<file path="config.mk">
export PLATFORM = sky130hd
export DESIGN_NAME = stop_comma_align_flat
export DESIGN_NICKNAME = d
export VERILOG_FILES = /design/src/rtl/stop_comma_align_if.sv /design/src/rtl/stop_comma_align.sv /design/src/flat_wrapper.sv
export SDC_FILE = /design/constraint.sdc
export NUM_CORES = 1
export LEC_CHECK = 0
export CORE_ASPECT_RATIO = 1.1
export CORE_UTILIZATION = 47
export DETAILED_ROUTE_END_ITERATION = 10
export MAX_ROUTING_LAYER = met4
export PLACE_DENSITY = 0.68
export SYNTH_ARGS = -nofsm -noshare
export SYNTH_HDL_FRONTEND = slang
export SYNTH_SLANG_ARGS = --single-unit
</file>
<file path="constraint.sdc">
create_clock -name clk32f -period 2.2 [get_ports clk32f]
set_clock_uncertainty 0.15 [all_clocks]
set_input_delay 0.55 -clock clk32f [delete_from_list [all_inputs] [get_ports clk32f]]
set_output_delay 0.55 -clock clk32f [all_outputs]
set_load 0.01 [all_outputs]
</file>
<file path="src/rtl/stop_comma_align_if.sv">
// Serial-in / byte-out link bundle for the comma-aligning deserialiser.
// slave is the deserialiser side, master is the line driver / byte consumer.
interface stop_comma_align_if;
  logic       in;
  logic [7:0] out;
  logic       out_valid;
  logic       byte_strobe;
  logic       active;

  modport master (output in, input out, out_valid, byte_strobe, active);
  modport slave  (input in, output out, out_valid, byte_strobe, active);
endinterface

</file>
<file path="src/rtl/stop_comma_align.sv">
// Serial-to-parallel converter that finds byte boundaries from the comma symbol,
// declares the link active after a run of aligned commas and drops it on repeated slips.
module stop_comma_align #(
  parameter logic [7:0]  COMMA       = 8'hBC,
  parameter int unsigned SYNC_COMMAS = 4,
  parameter int unsigned LOSS_COMMAS = 4
) (
  input logic               clk32f,
  input logic               reset,
  stop_comma_align_if.slave link
);

  localparam int unsigned CW = $clog2(SYNC_COMMAS + 1);
  localparam int unsigned MW = $clog2(LOSS_COMMAS + 1);

  typedef enum logic [1:0] {
    StSearch = 2'd0,
    StCount  = 2'd1,
    StActive = 2'd2
  } state_e;

  state_e          r_state;
  state_e          w_state_d;
  logic [6:0]      r_sr;
  logic [2:0]      r_bit_cnt;
  logic [2:0]      w_bit_cnt_d;
  logic [CW-1:0]   r_comma_cnt;
  logic [CW-1:0]   w_comma_cnt_d;
  logic [MW-1:0]   r_miss_cnt;
  logic [MW-1:0]   w_miss_cnt_d;
  logic [7:0]      r_out;
  logic [7:0]      w_out_d;
  logic            r_out_valid;
  logic            w_out_valid_d;
  logic            r_strobe;
  logic            w_strobe_d;

  logic [7:0]      w_nxt;
  logic            w_is_comma;
  logic            w_boundary;
  logic [CW-1:0]   w_comma_inc;
  logic [MW-1:0]   w_miss_inc;

  assign w_nxt       = {r_sr, link.in};
  assign w_is_comma  = (w_nxt == COMMA);
  assign w_boundary  = (r_bit_cnt == 3'd7);
  assign w_comma_inc = r_comma_cnt + CW'(1);
  assign w_miss_inc  = (r_miss_cnt == MW'(LOSS_COMMAS)) ? r_miss_cnt : r_miss_cnt + MW'(1);

  always_comb begin
    w_state_d     = r_state;
    w_bit_cnt_d   = r_bit_cnt + 3'd1;
    w_comma_cnt_d = r_comma_cnt;
    w_miss_cnt_d  = r_miss_cnt;
    w_out_d       = r_out;
    w_out_valid_d = r_out_valid;
    w_strobe_d    = 1'b0;
    case (r_state)
      StSearch: begin
        // A comma hit defines the phase: the next bit is the MSB of the next byte.
        if (w_is_comma) begin
          w_bit_cnt_d   = 3'd0;
          w_comma_cnt_d = CW'(1);
          w_miss_cnt_d  = '0;
          w_state_d     = (SYNC_COMMAS == 1) ? StActive : StCount;
        end
      end
      StCount: begin
        if (w_boundary) begin
          if (w_is_comma) begin
            w_comma_cnt_d = w_comma_inc;
            if (w_comma_inc == CW'(SYNC_COMMAS)) begin
              w_state_d = StActive;
            end
          end else begin
            w_state_d     = StSearch;
            w_comma_cnt_d = '0;
          end
        end
      end
      StActive: begin
        // A comma off the boundary means the phase slipped; loss beats delivery.
        if (w_is_comma && !w_boundary) begin
          if (w_miss_inc == MW'(LOSS_COMMAS)) begin
            w_state_d     = StSearch;
            w_out_valid_d = 1'b0;
            w_miss_cnt_d  = '0;
            w_comma_cnt_d = '0;
          end else begin
            w_miss_cnt_d  = w_miss_inc;
          end
        end else if (w_boundary) begin
          w_out_d       = w_nxt;
          w_out_valid_d = !w_is_comma;
          w_strobe_d    = 1'b1;
          if (w_is_comma) begin
            w_miss_cnt_d = '0;
          end
        end
      end
      default: begin
        w_state_d     = StSearch;
        w_comma_cnt_d = '0;
        w_miss_cnt_d  = '0;
      end
    endcase
  end

  always_ff @(posedge clk32f or negedge reset) begin
    if (!reset) begin
      r_state     <= StSearch;
      r_sr        <= '0;
      r_bit_cnt   <= '0;
      r_comma_cnt <= '0;
      r_miss_cnt  <= '0;
      r_out       <= '0;
      r_out_valid <= 1'b0;
      r_strobe    <= 1'b0;
    end else begin
      r_state     <= w_state_d;
      r_sr        <= w_nxt[6:0];
      r_bit_cnt   <= w_bit_cnt_d;
      r_comma_cnt <= w_comma_cnt_d;
      r_miss_cnt  <= w_miss_cnt_d;
      r_out       <= w_out_d;
      r_out_valid <= w_out_valid_d;
      r_strobe    <= w_strobe_d;
    end
  end

  assign link.out         = r_out;
  assign link.out_valid   = r_out_valid;
  assign link.byte_strobe = r_strobe;
  assign link.active      = (r_state == StActive);

endmodule
</file>
<file path="src/flat_wrapper.sv">
// flat-port wrapper written by rule: the top's interface ports become plain ports
module stop_comma_align_flat 
#(
  parameter logic [7:0]  COMMA       = 8'hBC,
  parameter int unsigned SYNC_COMMAS = 4,
  parameter int unsigned LOSS_COMMAS = 4
)
  (clk32f, reset, link_in, link_out, link_out_valid, link_byte_strobe, link_active);
  stop_comma_align_if link_i ();
  input logic clk32f;
  input logic reset;
  input wire logic [$bits(link_i.in)-1:0] link_in;
  output wire logic [$bits(link_i.out)-1:0] link_out;
  output wire logic [$bits(link_i.out_valid)-1:0] link_out_valid;
  output wire logic [$bits(link_i.byte_strobe)-1:0] link_byte_strobe;
  output wire logic [$bits(link_i.active)-1:0] link_active;
  assign link_i.in = link_in;
  assign link_out = link_i.out;
  assign link_out_valid = link_i.out_valid;
  assign link_byte_strobe = link_i.byte_strobe;
  assign link_active = link_i.active;
  stop_comma_align #(.COMMA(COMMA), .SYNC_COMMAS(SYNC_COMMAS), .LOSS_COMMAS(LOSS_COMMAS)) u_core (.clk32f(clk32f), .reset(reset), .link(link_i));
endmodule
</file>
Yosys cells after proc, flatten, opt, wreduce, memory -nomap -nowiden. Cells that the tools add are included.

Bits in registers: 28. Latch bits: 0. RAM bits: 0. ROM bits: 0. Bits of input ports: 3. Output and inout bits: 11. Memories kept: 0.

Add/sub/neg operators: 3. $mul: 0. Div/mod/pow operators: 0. $lt $le $gt $ge: 0. Equality and inequality tests: 14. Shift operators: 0. Multiplexer cells: 27. Bitwise logic cells: 2. Reductions and logical operators: 10.

Operator list (count): $mux 3 (12); $pmux 3 s3 (2); $eq 3x3->1 const B (4); $mux 2 (6); $add 3x1->3 const B (3); $eq 8x8->1 const B (1); $ne 2x1->1 const B (4); $mux 1 (6); $pmux 2 s3 (1); $reduce_and 3->1 (2); $reduce_and 5->1 (1); $reduce_and 4->1 (1); $ne 3x1->1 const B (1); $ne 3x3->1 const B (1); $eq 2x1->1 const B (1); $eq 2x2->1 const B (1); $logic_not 1->1 (2); $logic_not 2->1 (1); $ne 2x2->1 const B (1); $not 1->1 (2); $reduce_and 2->1 (1); $reduce_bool 2->1 (1); $logic_and 1x1->1 (1).

Depth between registers and ports, before layout.
Word-level depth: 6. Gate-level depth with buffers: 6. Gate-level depth less buffers: 6.

Worst setup path before layout. No wires, ideal clock.

Path kind: flip-flop to flip-flop. Start: reg u_core.r_miss_cnt[0]. End: reg u_core.r_comma_cnt[1]. Arrival time: 1724 ps. Data required time: 1929 ps. Slack: 205 ps. Stages on the path, launching flop included: 7. Path buffers: 0. Path through: dfrtp_1 inv_1 ha_1 or3b_4 a311oi_4 o21bai_1 a22o_1.

Word-level cells in the longest chain between the ends: 5.

Ends and longest elaborated chain: from (decl) (RTL line stop_comma_align.sv:29) `logic [MW-1:0] r_miss_cnt;`; from (signal assigned) (RTL line stop_comma_align.sv:124) `r_miss_cnt <= w_miss_cnt_d;`; $add 3x1->3 / $eq 3x3->1 (equally long branches) (RTL line stop_comma_align.sv:48) `assign w_miss_inc = (r_miss_cnt == MW'(LOSS_COMMAS)) ? r_miss_cnt : r_miss_cnt + MW'(1);`; $mux 3 * (RTL line stop_comma_align.sv:48); $eq 3x3->1 * (RTL line stop_comma_align.sv:84) `if (w_miss_inc == MW'(LOSS_COMMAS)) begin`; $ne 2x1->1 (no source line) *; $reduce_and 4->1 (no source line) *; to (signal assigned) (RTL line stop_comma_align.sv:123) `r_comma_cnt <= w_comma_cnt_d;`; to (decl) (RTL line stop_comma_align.sv:27) `logic [CW-1:0] r_comma_cnt;`.

Mark *: on every way between the ends. The rest lies on a longest branch, timed or not. A chain may end at the register's enable or synchronous reset.

Final worst setup path. Ends and elaborated chain as after synthesis.

==> flow_summary.ini <==
[route]
drt_iter0_drc = 19
drcViolationCount = 0
routed_wirelength_mm = 2.57
drt-vias-per-instance = 5.83
antenna_left = 0
wl_per_cell_um = 15.3
drtPass1Iterations = 4
vias = 980

[global_route]
antenna_found_initial = 0
groute.usage.overall_pct = 20.6
grt_pass1_wl_mm = 4.37
grt_max_degree = 29
grt_pass1_vias = 921
grt_overflow = 0

[logic_synthesis]
synth_top_area_cell = dfrtp_1
ys_top_cells_by_count = dfrtp_1, a21oi_1, mux2_2, nand2_1
yosysMostFrequentCell = dfrtp_1
synth_cell_types = 40
synth_area_per_cell_um2 = 11.6
syn_nets = 125
synth_top_cell_area_share_pct = 52.3
ys_ff_latch = 28
yosysWarnings = 0
yosysSeqAreaShare_pct = 52.3
synth_area_leaders = dfrtp_1, mux2_2, ha_1
synth_edf_count = 0
synthesis.area_um2 = 1340
netlist_instances = 116
synth-main-ff-cell = dfrtp_1
async_reset_ff_share_pct = 100

[finish]
fin_nets = 147
area_growth_pct = 19.7
fillers = 236
final_area_um2 = 1600
drive_gt1_share_pct = 19.0
antennaDiodeCount = 0
multi_input_area_um2 = 593
fin_util_pct = 61.9
register_area_um2 = 701

[min_path]
holdPathStages = 0
holdCritPathClass = flop to flop

[sta]
max_freq_ghz = 0.502
fin_tns_setup_ps = 0
final-hold-violation-count = 0
final.min_clock_period_ps = 1990
worst_slew_pin_slew_ps = 391
slew_headroom_pct = 73.9
drv_slew = 0
setup_violations = 0
rsz0062_at_grt = false
finalCritPeriodShare_pct = 90.5

[power_and_ir_drop]
pwr-share-seq_pct = 47.0
net-switching-power_mw = 0.374
powerDensity_nw_per_um2 = 793
pwr-share-comb_pct = 26.6
power.leakage_nw = 0.734
p_sw_share_pct = 29.4
power.internal_mw = 0.899
power.share.clock_pct = 26.4
vdd_drop_max_uv = 662

[setup_path]
start_kind = flop
arrival_ps = 2080
worstPathRequired_ps = 2290
critPathSlowestCell = dfrtp_1
max_stage_delay_ps = 430
rr_worst_depth = 5
cp_cell_sequence = ha_1 > or3b_4 > a311oi_4 > o21bai_1 > a22o_1
cp_num_cells = 5
critPathTopFamily = compound AO/OA/AOI/OAI gates
cp_max_fo = 4
endpoint_kind = flop
reg2reg_slack_ps = 210
crit_buf_inv = 0
crit_type = flop to flop

[floorplanning]
core_um2 = 2590
die_w_um = 52.9
die-area_um2 = 3070
ios = 14
rows = 19
start_util_pct = 51.7
die_y_um = 58

[placement]
gp_congestion = 0.828
hpwl_mm = 1.88
dpl_cell_area_um2 = 1550
portBuffers = 13

[status]
run_status = finished, final reports clean

[clocking]
clock_latency_ps = 330
cts-root-buf = clkbuf_4
htree_num_levels = 1
path_clk_slew_ps = 150
clock_sinks = 28
cts_tree = built
clockBufferDepth = 2
post_cts_buffers = 0
cts_made_buffers = 3

[run]
cap_violations = 0
-- through the flow --
stage | hold WS [ps] | std cells | power (mW) | setup WS (ps)
after detailed placement | 257 | 164 | 0.943 | 55.1
after global routing | 308 | 168 | 1.35 | 133
after CTS | 295 | 168 | 1.28 | 205
final | 289 | 168 | 1.27 | 208
after global placement | 241 | 164 | 0.935 | 92.2
after floorplan | 104 | 116 | 0.835 | 205
-- cell type report --
| class | instances | share of cell area (%) |
|---|---|---|
| clock buffer | 3 | 1.40 |
| clock inverter | 1 | 1.87 |
| inverter | 6 | 1.40 |
| multi-input combinational | 77 | 37.0 |
| sequential | 28 | 43.7 |
| tap | 31 | 2.42 |
| timing repair buffer | 22 | 12.2 |
-- logic make-up after synthesis --
| group | after synthesis | synth area share, % |
|---|---|---|
| mux | 8 | 6.72 |
| buf+inv | 11 | 3.45 |
| simple gates | 27 | 12.2 |
| fa+ha+maj | 6 | 5.60 |
| compound gates | 35 | 19.0 |
| xor+xnor | 1 | 0.654 |
| flops | 28 | 52.3 |
-- cell usage in the layout (no fill, tap or decap), drive strengths merged, types with 2 or more instances in the layout --
cell,netlist,routed
dfrtp,28,28
clkdlybuf4s50,0,12
a21oi,9,9
buf,1,9
nand2,8,8
mux2,8,8
inv,6,6
ha,6,6
o21ai,5,5
nand2b,4,4
o22ai,4,4
nor2,3,3
clkbuf,4,3
a21boi,2,2
nand3b,2,2
o21a,2,2
-- repair_timing --
| action | in CTS | in global routing |
|---|---|---|
| endpoints found under the hold margin | 0 | 0 |
| resized for setup | 1 | 0 |
| setup endpoints to repair | 1 | 0 |
| hold buffers | 0 | 0 |
-- path summary, 6_finish.rpt --
kind                                       from                     to
setup / recovery           u_core.r_miss_cnt[0]  u_core.r_comma_cnt[1]
hold / removal                   u_core.r_sr[0]         u_core.r_sr[1]
setup reg to reg           u_core.r_miss_cnt[0]  u_core.r_comma_cnt[1]
hold reg to reg                  u_core.r_sr[0]         u_core.r_sr[1]
max in group asynchronous                 reset    u_core.r_bit_cnt[0]
min in group asynchronous                 reset         u_core.r_sr[2]
-- routing by layer --
metal | track usage (%) | wire length, µm
met1 | 29.4 | 1190
met2 | 29.7 | 1230
met3 | 3.15 | 107
met4 | 7.89 | 42
met5 | - | 0
-- state kept, by name (all words and copies together), names as in the netlist --
register                 cells
u_core.r_miss_cnt            3
u_core.link.byte_strobe      1
u_core.r_state               2
u_core.r_comma_cnt           3
u_core.link.out              8
u_core.r_sr                  7
u_core.r_bit_cnt             3
u_core.link.out_valid        1
-- power groups by stage --
stage / Clock, mW / Combinational (mW) / Sequential (mW)
after global placement: 0 / 0.329 / 0.605
final: 0.337 / 0.338 / 0.598
after CTS: 0.342 / 0.338 / 0.598
after floorplan: 0 / 0.225 / 0.610
after global routing: 0.362 / 0.379 / 0.605
after detailed placement: 0 / 0.335 / 0.609
No activity file was read; power rests on OpenSTA's default activity.
